**config.mk**
```make
export PLATFORM = sky130hd
export DESIGN_NAME = perm_data_inject
export DESIGN_NICKNAME = d
export VERILOG_FILES = /design/src/rtl/perm_data_inject.sv
export SDC_FILE = /design/constraint.sdc
export NUM_CORES = 1
export LEC_CHECK = 0
export ABC_CLOCK_PERIOD_IN_PS = 10700
export CORE_MARGIN = 2
export CORE_UTILIZATION = 55
export DETAILED_ROUTE_END_ITERATION = 6
export HOLD_SLACK_MARGIN = 0.08
export PLACE_DENSITY = 0.87
export SLEW_MARGIN = 10
export SYNTH_ARGS = -nofsm -noshare
export SYNTH_HDL_FRONTEND = slang
export SYNTH_SLANG_ARGS = --single-unit
```
**constraint.sdc**
```tcl
create_clock -name clk -period 10.7 [get_ports clk]
set_input_delay 2.14 -clock clk [delete_from_list [all_inputs] [get_ports clk]]
set_output_delay 2.14 -clock clk [all_outputs]
set_load 0.02 [all_outputs]
```
**src/rtl/perm_data_inject.sv**
```systemverilog
`timescale 1ns/1ps
`default_nettype none
// ============================================================================
// Module      : perm_data_inject
// Description : Transmit end of the permutation network. Buffers producer
//               words headed for other slices and launches them onto stage 0
//               of the per-slice mux chain. The per-stage select vector is
//               dest ^ SLICE_ID. Credit-based flow control toward the network,
//               ready/valid toward the producer.
// Ports       : clk, reset          clock / synchronous active-high reset
//               s_valid/s_ready     producer handshake
//               s_dat/s_dest        producer payload and destination slice
//               flush               clear buffered words (credits kept)
//               t_valid/t_dat/sel   launch strobe, payload, stage selects
//               credit_ret          one credit returned by the network
//               credit_cnt          current credit count
//               err                 sticky credit overflow / push-while-full
//               t_par, t_par_err_inj  only with PERM_INJECT_PARITY_EN defined
// Options     : `define PERM_INJECT_PARITY_EN adds even parity over t_dat.
// Revision    : 1.0 - initial release
// ============================================================================
module perm_data_inject #(
  parameter int DATA_WIDTH = 32,
  parameter int LOG2SLICES = 3,
  parameter int SLICE_ID   = 0,
  parameter int FIFO_DEPTH = 4,
  parameter int CREDITS    = 4
) (
  input  logic                  clk,
  input  logic                  reset,
  input  logic                  s_valid,
  output logic                  s_ready,
  input  logic [DATA_WIDTH-1:0] s_dat,
  input  logic [LOG2SLICES-1:0] s_dest,
  input  logic                  flush,
  output logic                  t_valid,
  output logic [DATA_WIDTH-1:0] t_dat,
  output logic [LOG2SLICES-1:0] sel,
  input  logic                  credit_ret,
  output logic [3:0]            credit_cnt,
  output logic                  err
`ifdef PERM_INJECT_PARITY_EN
  ,
  output logic                  t_par,
  input  logic                  t_par_err_inj
`endif
);

  localparam int AW = $clog2(FIFO_DEPTH);
  localparam int EW = DATA_WIDTH + LOG2SLICES;
  localparam logic [3:0]            CREDITS_MAX = 4'(CREDITS);
  localparam logic [LOG2SLICES-1:0] SLICE_SEL   = LOG2SLICES'(SLICE_ID);

  typedef enum logic [1:0] {
    IDLE  = 2'd0,
    SEND  = 2'd1,
    STALL = 2'd2
  } state_t;

  state_t state, state_nx;

  logic [EW-1:0]         mem [FIFO_DEPTH];
  logic [AW:0]           wr_ptr, rd_ptr, occ, occ_nx;
  logic                  full, empty, push, pop, ovf;
  logic [3:0]            cnt_nx;
  logic [DATA_WIDTH-1:0] head_dat;
  logic [LOG2SLICES-1:0] head_dest;

  // Extra pointer MSB distinguishes full from empty when the indices match.
  assign full  = (wr_ptr[AW] != rd_ptr[AW]) && (wr_ptr[AW-1:0] == rd_ptr[AW-1:0]);
  assign empty = (wr_ptr == rd_ptr);
  assign occ   = wr_ptr - rd_ptr;

  assign {head_dest, head_dat} = mem[rd_ptr[AW-1:0]];

  // Issue the head word; flush wins over any issue in the same cycle.
  assign pop = (state == SEND) && !empty && (credit_cnt != 4'd0) && !flush;

  // A full buffer still accepts a word in a cycle where the head is leaving,
  // so a push and pop together keep occupancy unchanged.
  assign s_ready = !reset && (!full || pop);
  assign push    = s_valid && s_ready && !flush;

  assign occ_nx = occ + (AW+1)'(push) - (AW+1)'(pop);

  // Credit counter: simultaneous issue and return cancel out.
  always_comb begin
    cnt_nx = credit_cnt;
    ovf    = 1'b0;
    if (pop && !credit_ret) begin
      cnt_nx = credit_cnt - 4'd1;
    end else if (credit_ret && !pop) begin
      if (credit_cnt >= CREDITS_MAX) ovf = 1'b1;
      else                           cnt_nx = credit_cnt + 4'd1;
    end
  end

  always_comb begin
    state_nx = state;
    case (state)
      IDLE:    if (!flush && !empty) state_nx = SEND;
      SEND: begin
        if (flush)                state_nx = IDLE;
        else if (occ_nx == '0)    state_nx = IDLE;
        else if (cnt_nx == 4'd0)  state_nx = STALL;
      end
      STALL: begin
        if (flush)                   state_nx = IDLE;
        else if (credit_cnt != 4'd0) state_nx = SEND;
      end
      default: state_nx = IDLE;
    endcase
  end

  // Storage array carries no reset; pointers define which entries are valid.
  always_ff @(posedge clk) begin
    if (push) mem[wr_ptr[AW-1:0]] <= {s_dest, s_dat};
  end

  always_ff @(posedge clk) begin
    if (reset) begin
      state      <= IDLE;
      wr_ptr     <= '0;
      rd_ptr     <= '0;
      t_valid    <= 1'b0;
      t_dat      <= '0;
      sel        <= '0;
      credit_cnt <= CREDITS_MAX;
      err        <= 1'b0;
`ifdef PERM_INJECT_PARITY_EN
      t_par      <= 1'b0;
`endif
    end else begin
      state      <= state_nx;
      credit_cnt <= cnt_nx;
      // The push-while-full term is unreachable through the handshake and
      // acts as an internal consistency alarm.
      if (ovf || (push && full && !pop)) err <= 1'b1;
      if (flush) begin
        rd_ptr <= wr_ptr;
      end else begin
        if (push) wr_ptr <= wr_ptr + 1'b1;
        if (pop)  rd_ptr <= rd_ptr + 1'b1;
      end
      t_valid <= pop;
      if (pop) begin
        t_dat <= head_dat;
        sel   <= head_dest ^ SLICE_SEL;
`ifdef PERM_INJECT_PARITY_EN
        t_par <= (^head_dat) ^ t_par_err_inj;
`endif
      end
    end
  end

endmodule
`default_nettype wire

```
## After elaboration in Yosys (flattened, before gate mapping)

Memories as Yosys holds them, arrays and structs flattened. A register that Yosys moved wholly into a read port is not among the register bits.
Cells that the tools add are included.

| cells by class | value |
|---|---|
| $add $sub $neg | 7 |
| $mul | 0 |
| div/mod/pow operators | 0 |
| $lt $le $gt $ge | 1 |
| equality and inequality tests | 8 |
| shift operators | 0 |
| muxes and demuxes | 17 |
| bitwise gates (word level) | 1 |
| reduce and logical (&&, ||, !) cells | 27 |

Operators with widths:

| cell | count |
|---|---|
| $logic_and A1 B1 Y1 | 12 |
| $mux W2 | 6 |
| $mux W4 | 3 |
| $add A3 B1 Y3 const B | 2 |
| $logic_not A1 Y1 | 6 |
| $mux W3 | 2 |
| $pmux W2 S3 | 1 |
| $mux W1 | 5 |
| $add A4 B1 Y4 const B | 1 |
| $ge A4 B3 Y1 const B | 1 |
| $logic_not A4 Y1 | 1 |
| $ne A4 B2 Y1 const B | 1 |
| $reduce_bool A4 Y1 | 1 |
| $sub A4 B1 Y4 const B | 1 |
| $add A3 B1 Y3 | 1 |
| $eq A3 B3 Y1 | 1 |
| $logic_not A3 Y1 | 1 |
| $ne A3 B3 Y1 const B | 1 |
| $reduce_and A3 Y1 | 1 |
| $sub A3 B1 Y3 | 1 |
| $sub A3 B3 Y3 | 1 |
| $eq A2 B1 Y1 const B | 1 |
| $eq A2 B2 Y1 | 1 |
| $eq A2 B2 Y1 const B | 1 |
| other kinds (7) | 8 |

| storage, ports and cells | value |
|---|---|
| register bits | 14 |
| latch bits | 0 |
| memory bits (writable) | 140 |
| memory bits (read-only) | 0 |
| bits of input ports | 40 |
| output and inout port bits | 42 |
| word-level logic and storage cells | 68 |
| memories kept | 1 |

Memory list:

| memory | words | bits a word | read ports | clocked after memory_dff | write ports | line | text |
|---|---|---|---|---|---|---|---|
| mem | 4 | 35 | 1 | 1 | 1 | 62 | `logic [EW-1:0] mem [FIFO_DEPTH];` |

## Longest topological paths before layout

Gate-level depths: netlist of run 1.

| logic depth | value |
|---|---|
| word-level depth | 15 |
| depth in mapped cells | 18 |

## Least setup slack after synthesis of run 1

OpenSTA, ideal clock, no wires.

| path | value |
|---|---|
| kind | input-to-output |
| from | in flush |
| to | out s_ready |
| arrival | 2.908 ns |
| slack | 5.652 ns |
| cell stages on the path | 3 |
| path buffers | 0 |
| cell sequence | nor3b_2 -> nand2_1 -> a31oi_1 |

| between the ends | value |
|---|---|
| cells in the longest elaborated chain, start to end | 4 |

RTL lines:

| element | line | text |
|---|---|---|
| start, declared | 35 | `input logic flush,` |
| $logic_not A1 Y1 | 77 | `assign pop = (state == SEND) && !empty && (credit_cnt != 4'd0) && !flush;` |
| $logic_and A1 B1 Y1 | 77 |  |
| $logic_or A1 B1 Y1 | 81 | `assign s_ready = !reset && (!full \|\| pop);` |
| $logic_and A1 B1 Y1 | 81 |  |
| end, declared | 32 | `output logic s_ready,` |

No other way between the ends.

## Worst setup path in the final report of run 1

| path | value |
|---|---|
| from | in flush |
| to | reg state[1] |

| between the ends | value |
|---|---|
| cells in the longest elaborated chain, start to end | 12 |
| elaborated cells between the ends (all ways) | 24 |
| classes of those cells | add/sub (2); eq/ne (3); mux (6); reduce/logical (13) |

RTL lines:

| element | line | text |
|---|---|---|
| $logic_not A1 Y1 | 77, 82, 101 |  |
| $logic_and A1 B1 Y1 | 77 |  |
| $logic_or A1 B1 Y1 | 81 |  |
| $logic_and A1 B1 Y1 | 81 |  |
| $logic_and A1 B1 Y1 (2 in series) | 82 | `assign push = s_valid && s_ready && !flush;` |
| $add A3 B1 Y3 | 84 | `assign occ_nx = occ + (AW+1)'(push) - (AW+1)'(pop);` |
| $sub A3 B1 Y3 | 84 |  |
| $logic_not A3 Y1 | 104 | `else if (occ_nx == '0) state_nx = IDLE;` |
| $mux W2 | 104 |  |
| $mux W2 | 103 | `if (flush) state_nx = IDLE;` |
| $pmux W2 S3 | 100 | `case (state)` |
| end signal, assigned | 134 | `state <= state_nx;` |
| end, declared | 60 | `state_t state, state_nx;` |

Several ways; a longest one is shown, not always the timed one.
A chain may end at the register's enable or synchronous reset.

==> flow_metrics.env, run 1 <==
export IMPL_crit_slowest_cell="nor2_4"
export IMPL_finalHoldViolCount=0
export IMPL_power_internal_mw=1.19
export IMPL_setup_viol_count_final=0
export IMPL_grt_first_pass_wirelength_mm=22.0
export IMPL_coreArea_um2=13100
export IMPL_synthFlopType="edfxtp_1"
export IMPL_cts_buffers=17
export IMPL_chipWidth_um=119
export IMPL_placed_area_um2=8220
export IMPL_setup_worst_path_end_class="register"
export IMPL_syn_nets=510
export IMPL_yosysUniqueCellTypes=50
export IMPL_place_hpwl_mm=7.98
export IMPL_final_cell_mix="edfxtp_1 (140), clkdlybuf4s50_1 (80), nand2_1 (72)"
export IMPL_synth_area_um2=7290
export IMPL_io_pins=82
export IMPL_ctsLongestPathBuffers=2
export IMPL_grt_pass1_vias=4232
export IMPL_die_height_um=119
export IMPL_synthCells=459
export IMPL_synth_area_per_cell_um2=15.9
export IMPL_routed_via_count=4107
export IMPL_cp_cell_sequence="clkdlybuf4s50_1, nor3b_2, nand2_1, nor2_4, inv_2, fa_1, inv_1, fa_1, inv_1, ha_1, xor2_1, xnor2_1, a21oi_1, a21boi_0, o2111ai_1, a21oi_1"
export IMPL_cts_tree="yes"
export IMPL_routed_wl_mm=13.8
export IMPL_design_die_area_um2=14200
export IMPL_crit_path_max_fanout=40
export IMPL_cts_sinks=189
export IMPL_cts_resized=0
export IMPL_grt_max_degree=52
export IMPL_stdcell_area_um2=8840
export IMPL_status="finished, final reports clean"
export IMPL_cts_hold_fix_buffers=0
export IMPL_seqPwrFrac_pct=53.4
export IMPL_hold_path_class="reg -> reg"
export IMPL_io_buffers=81
export IMPL_whs_ns=0.457
export IMPL_tightestPinTransition_ns=1.09
export IMPL_root_buffer="clkbuf_16"
export IMPL_cp_slowest_stage_delay_ns=0.80
export IMPL_drcViolationCount=0
export IMPL_synthArstFlopShare_pct=0
export IMPL_p_comb_share_pct=4.1
export IMPL_period_needed_ns=6.66
export IMPL_finalWeightedCongestion=0.868
export IMPL_power_density_nw_per_um2=169
export IMPL_p_switching_uw=300
export IMPL_critPathKind="in -> reg"
export IMPL_drive_gt1_share_pct=16.0
export IMPL_slew_headroom_pct=27.3
export IMPL_switching_share_pct=20.1
export IMPL_drv_cap=0
export IMPL_cts_setup_buffers=0
export IMPL_max_freq_ghz=0.150
export IMPL_placed_cells=694
export IMPL_htreeDepth=4
export IMPL_antenna_found_initial=0
export IMPL_ys_seq_area_share_pct=71.1
export IMPL_crit_arrival_ns=7.00
export IMPL_rrSetupSlack_ns=5.48
export IMPL_cp_required_ns=11.04
export IMPL_initial_core_util_pct=55.7
export IMPL_fin_skew_ns=0.0127
export IMPL_slew_viol_final=0
export IMPL_critPathBufInv=4
export IMPL_overflow=0
export IMPL_max_vdd_ir_drop_v=0.000140
export IMPL_layout_commonest_cell="edfxtp_1"
export IMPL_ys_warn_count=0
export IMPL_rsz0062_at_grt="false"
export IMPL_num_nets_final=588
export IMPL_cp_top_family="simple AND/OR/NAND/NOR gates"
export IMPL_synth_edf_count=140
export IMPL_avgViaCountPerCell=5.66
export IMPL_drtIter0Drc=359
export IMPL_fp_row_count=42
export IMPL_fin_tns_setup_ns=0
export IMPL_gr_usage_all_layers_pct=20.8
export IMPL_instances_no_fill=726
export IMPL_diodes=0
export IMPL_area_delta_synth_final_pct=21.3
export IMPL_power_share_clock_pct=42.5
export IMPL_worstSkewPairLatency_ns=0.43
export IMPL_final_util_pct=67.6
export IMPL_ant_nets=0
export IMPL_drt_pass1_iter_count=5
export IMPL_start_kind="input port"
export IMPL_yosys_register_bits=189
export IMPL_wire_per_inst_um=19.1
export IMPL_leakage_nw=2.82
export IMPL_cts_reportedPaths_clkPinSlew_ns=0.06
export IMPL_period_share_pct=62.2
==> worst reg2reg max path: stages, from the launching register on <==
cell,delay (ns)
dfxtp_2,1.03
xor2_1,0.32
nor3_1,0.19
nor2_4,0.76
inv_2,0.59
fa_1,0.54
inv_1,0.08
fa_1,0.42
inv_1,0.08
ha_1,0.17
xor2_1,0.18
xnor2_1,0.08
a21oi_1,0.19
a21boi_0,0.23
o2111ai_1,0.13
a21oi_1,0.15
==> area by class of cell <==
class,instances,area (um2)
clock buffer,21,514
clock inverter,11,103
fill,872,4240
inverter,13,48.8
multi-input combinational,234,1950
sequential,189,5190
tap,176,220
timing repair buffer,82,813
==> flip-flops by register name, indices dropped and copies added, names as in the netlist <==
register / cells
t_dat: 32
wr_ptr: 3
state: 2
mem: 140
t_valid: 1
sel: 3
credit_cnt: 4
err: 1
rd_ptr: 3
==> power groups by stage <==
stage | sequential [mW] | clock, mW | combinational (mW)
floorplan | 0.814 | 0 | 0.0304
global placement | 0.813 | 0 | 0.0593
detailed placement | 0.814 | 0 | 0.0612
CTS | 0.798 | 0.640 | 0.0616
global route | 0.798 | 0.669 | 0.0667
finish | 0.798 | 0.634 | 0.0612
==> routing by layer <==
layer | routed length (um) | vias up | part of all wire, % | track usage (%)
met5 | 0 | - | 0 | 0
met2 | 6920 | 162 | 50 | 34.9
met4 | 221 | 0 | 1.6 | 8.04
met1 | 5700 | 2043 | 41 | 26.5
li1 | - | 1884 | - | -
met3 | 999 | 18 | 7.2 | 4.84
==> final timing paths <==
path,cells after the start,to,startpoint
setup / recovery,16,state[1],flush
hold reg to reg,2,t_dat[18],t_dat[18]
setup reg to reg,15,state[1],rd_ptr[1]
hold / removal,2,t_dat[18],t_dat[18]
==> cell families after synthesis <==
logic type,count (synthesis),synth area share [%]
AO/OA/AOI/OAI,62,5.39
XOR/XNOR,9,1.18
adder cells (fa/ha/maj),11,2.09
buffers and inverters,36,2.23
flip-flops,189,71.1
multiplexers,36,10.9
AND/OR/NAND/NOR,116,7.04
==> Yosys cell counts, drive strengths merged, types with 2 or more instances <==
library cell,instances,share of area [%]
and2,5,0.45
nand3,2,0.14
edfxtp,140,58
a311oi,2,0.41
ha,9,1.5
nor2,18,0.93
fa,2,0.55
mux4,35,11
nand2,72,3.7
a221oi,2,0.24
or3,2,0.24
xnor2,5,0.60
or2,2,0.17
xor2,4,0.58
inv,13,0.67
nor3,5,0.34
or3b,2,0.24
nor3b,2,0.27
dfxtp,49,13
a21oi,44,3.1
nand2b,3,0.26
buf,15,1.1
clkbuf,8,0.41
==> metrics by stage <==
stage	power [mW]	setup WS, ns
floorplan	0.844	5.65
global placement	0.872	3.89
detailed placement	0.875	3.64
CTS	1.50	4.08
global route	1.53	3.66
finish	1.49	4.04
Note: power is estimated with default switching activity, not from simulation.
==> run 2, diff against run 1 <==
- ABC_CLOCK_PERIOD_IN_PS: 10700 -> 6600
- clock period: 10.7 -> 6.6 ns (I/O delays scaled with it)
==> run 2 against run 1 <==
Global-route usage grew 0.36 points. Via count is 0.61% higher. Largest cell class unchanged. Sequential power increased by 62%. Core utilization is 0.30 points lower. Worst hold slack worse by 0.0019 ns. Total power grew 59%. First-iteration DRC count down 14%. Largest power group unchanged. Sequential share of layout area increased by 0.26 points. Wire length rose by 3.0%. Non-clock buffer count increased by 2. Clock-buffer cell count up 3. Combinational power increased by 65%.
==> flow_metrics.env, run 2 (synthesis results as in run 1) <==
export IMPL_status="finished, final reports clean"
export IMPL_initial_core_util_pct=55.7
export IMPL_fin_tns_setup_ns=0
export IMPL_layout_commonest_cell="edfxtp_1"
export IMPL_period_needed_ns=4.80
export IMPL_design_die_area_um2=14200
export IMPL_cts_hold_fix_buffers=0
export IMPL_final_cell_mix="edfxtp_1 (140), clkdlybuf4s50_1 (80), nand2_1 (72)"
export IMPL_area_delta_synth_final_pct=20.7
export IMPL_cts_sinks=189
export IMPL_chipWidth_um=119
export IMPL_stdcell_area_um2=8800
export IMPL_coreArea_um2=13100
export IMPL_period_share_pct=72.7
export IMPL_rrSetupSlack_ns=2.38
export IMPL_finalWeightedCongestion=0.910
export IMPL_drt_pass1_iter_count=5
export IMPL_drtIter0Drc=309
export IMPL_finalHoldViolCount=0
export IMPL_io_buffers=81
export IMPL_setup_viol_count_final=0
export IMPL_place_hpwl_mm=8.37
export IMPL_diodes=0
export IMPL_cts_resized=0
export IMPL_cp_cell_sequence="clkdlybuf4s50_1, nor3b_2, nand2_1, nor2_4, inv_2, fa_1, inv_1, fa_1, inv_1, ha_1, xor2_1, xnor2_1, a21oi_1, a21boi_0, o2111ai_1, a21oi_1"
export IMPL_cp_required_ns=6.94
export IMPL_drive_gt1_share_pct=15.2
export IMPL_routed_wl_mm=14.3
export IMPL_slew_viol_final=0
export IMPL_p_total_mw=2.37
export IMPL_whs_ns=0.456
export IMPL_crit_start="flush"
export IMPL_num_nets_final=590
export IMPL_htreeDepth=4
export IMPL_power_density_nw_per_um2=269
export IMPL_largest_reg_flops=140
export IMPL_crit_path_max_fanout=40
export IMPL_antenna_found_initial=0
export IMPL_die_height_um=119
export IMPL_drv_cap=0
export IMPL_hold_start="t_dat[17]"
export IMPL_overflow=0
export IMPL_crit_slowest_cell="clkdlybuf4s50_1"
export IMPL_root_buffer="clkbuf_16"
export IMPL_avgViaCountPerCell=5.68
export IMPL_tightestPinTransition_ns=1.06
export IMPL_cts_buffers=17
export IMPL_worstSkewPairLatency_ns=0.43
export IMPL_placed_area_um2=8240
export IMPL_cts_setup_buffers=0
export IMPL_gr_usage_all_layers_pct=21.2
export IMPL_wire_per_inst_um=19.6
export IMPL_worstReg2RegStart="credit_cnt[0]"
export IMPL_max_freq_ghz=0.208
export IMPL_grt_max_degree=52
export IMPL_setup_worst_path_end_class="register"
export IMPL_max_vdd_ir_drop_v=0.000200
export IMPL_ant_nets=0
export IMPL_grt_pass1_vias=4334
export IMPL_ctsLongestPathBuffers=2
export IMPL_cts_reportedPaths_clkPinSlew_ns=0.06
export IMPL_fp_row_count=42
export IMPL_routed_via_count=4132
export IMPL_crit_arrival_ns=5.14
export IMPL_rsz0062_at_grt="false"
export IMPL_cp_slowest_stage_delay_ns=0.60
export IMPL_fin_skew_ns=0.00754
export IMPL_start_kind="input port"
export IMPL_critPathKind="in -> reg"
export IMPL_leakage_nw=2.81
export IMPL_io_pins=82
export IMPL_grt_first_pass_wirelength_mm=22.2
export IMPL_hold_path_class="reg -> reg"
export IMPL_drcViolationCount=0
export IMPL_cts_tree="yes"
export IMPL_slew_headroom_pct=29.7
## run 2: worst max-delay path, delay by kind of cell
| kind | cells | cell delay [ns] |
|---|---|---|
| XOR/XNOR | 2 | 0.30 |
| AO/OA/AOI/OAI | 4 | 0.67 |
| buffers and inverters | 4 | 1.05 |
| adder cells (fa/ha/maj) | 3 | 1.04 |
| AND/OR/NAND/NOR | 3 | 0.75 |
## run 2: final timing paths
| path | depth (start not counted) | end |
|---|---|---|
| max | 16 | state[1] |
| min | 2 | t_dat[17] |
| max reg2reg | 17 | state[1] |
| min reg2reg | 2 | t_dat[17] |
## run 2: through the flow
stage	instances	setup slack (ns)	utilization, %
after floorplan	459	2.60	-
after global placement	696	1.60	63.0
after detailed placement	696	1.43	63.0
after CTS	728	1.84	67.3
after global routing	728	1.36	67.3
final	728	1.80	67.3
## run 2: area by class of cell
class,instances,area [um2]
Timing Repair Buffer,84,828
Inverter,13,48.8
Clock inverter,8,91.3
Tap cell,176,220
Multi-Input combinational cell,234,1950
Fill cell,878,4280
Sequential cell,189,5190
Clock buffer,24,472
## run 2: metal layers
metal / routed length, um / up-vias / track usage (%)
met4: 281 / 0 / 10.4
met3: 750 / 21 / 4.17
met2: 7590 / 135 / 36.6
li1: - / 1881 / -
met1: 5640 / 2095 / 25.4
met5: 0 / - / 0
## run 2: power breakdown
group / leakage (nW) / internal (mW) / switching, mW
Combinational: 0.875 / 0.0487 / 0.0525
Sequential: 1.66 / 1.29 / 0.00563
Clock: 0.275 / 0.574 / 0.402
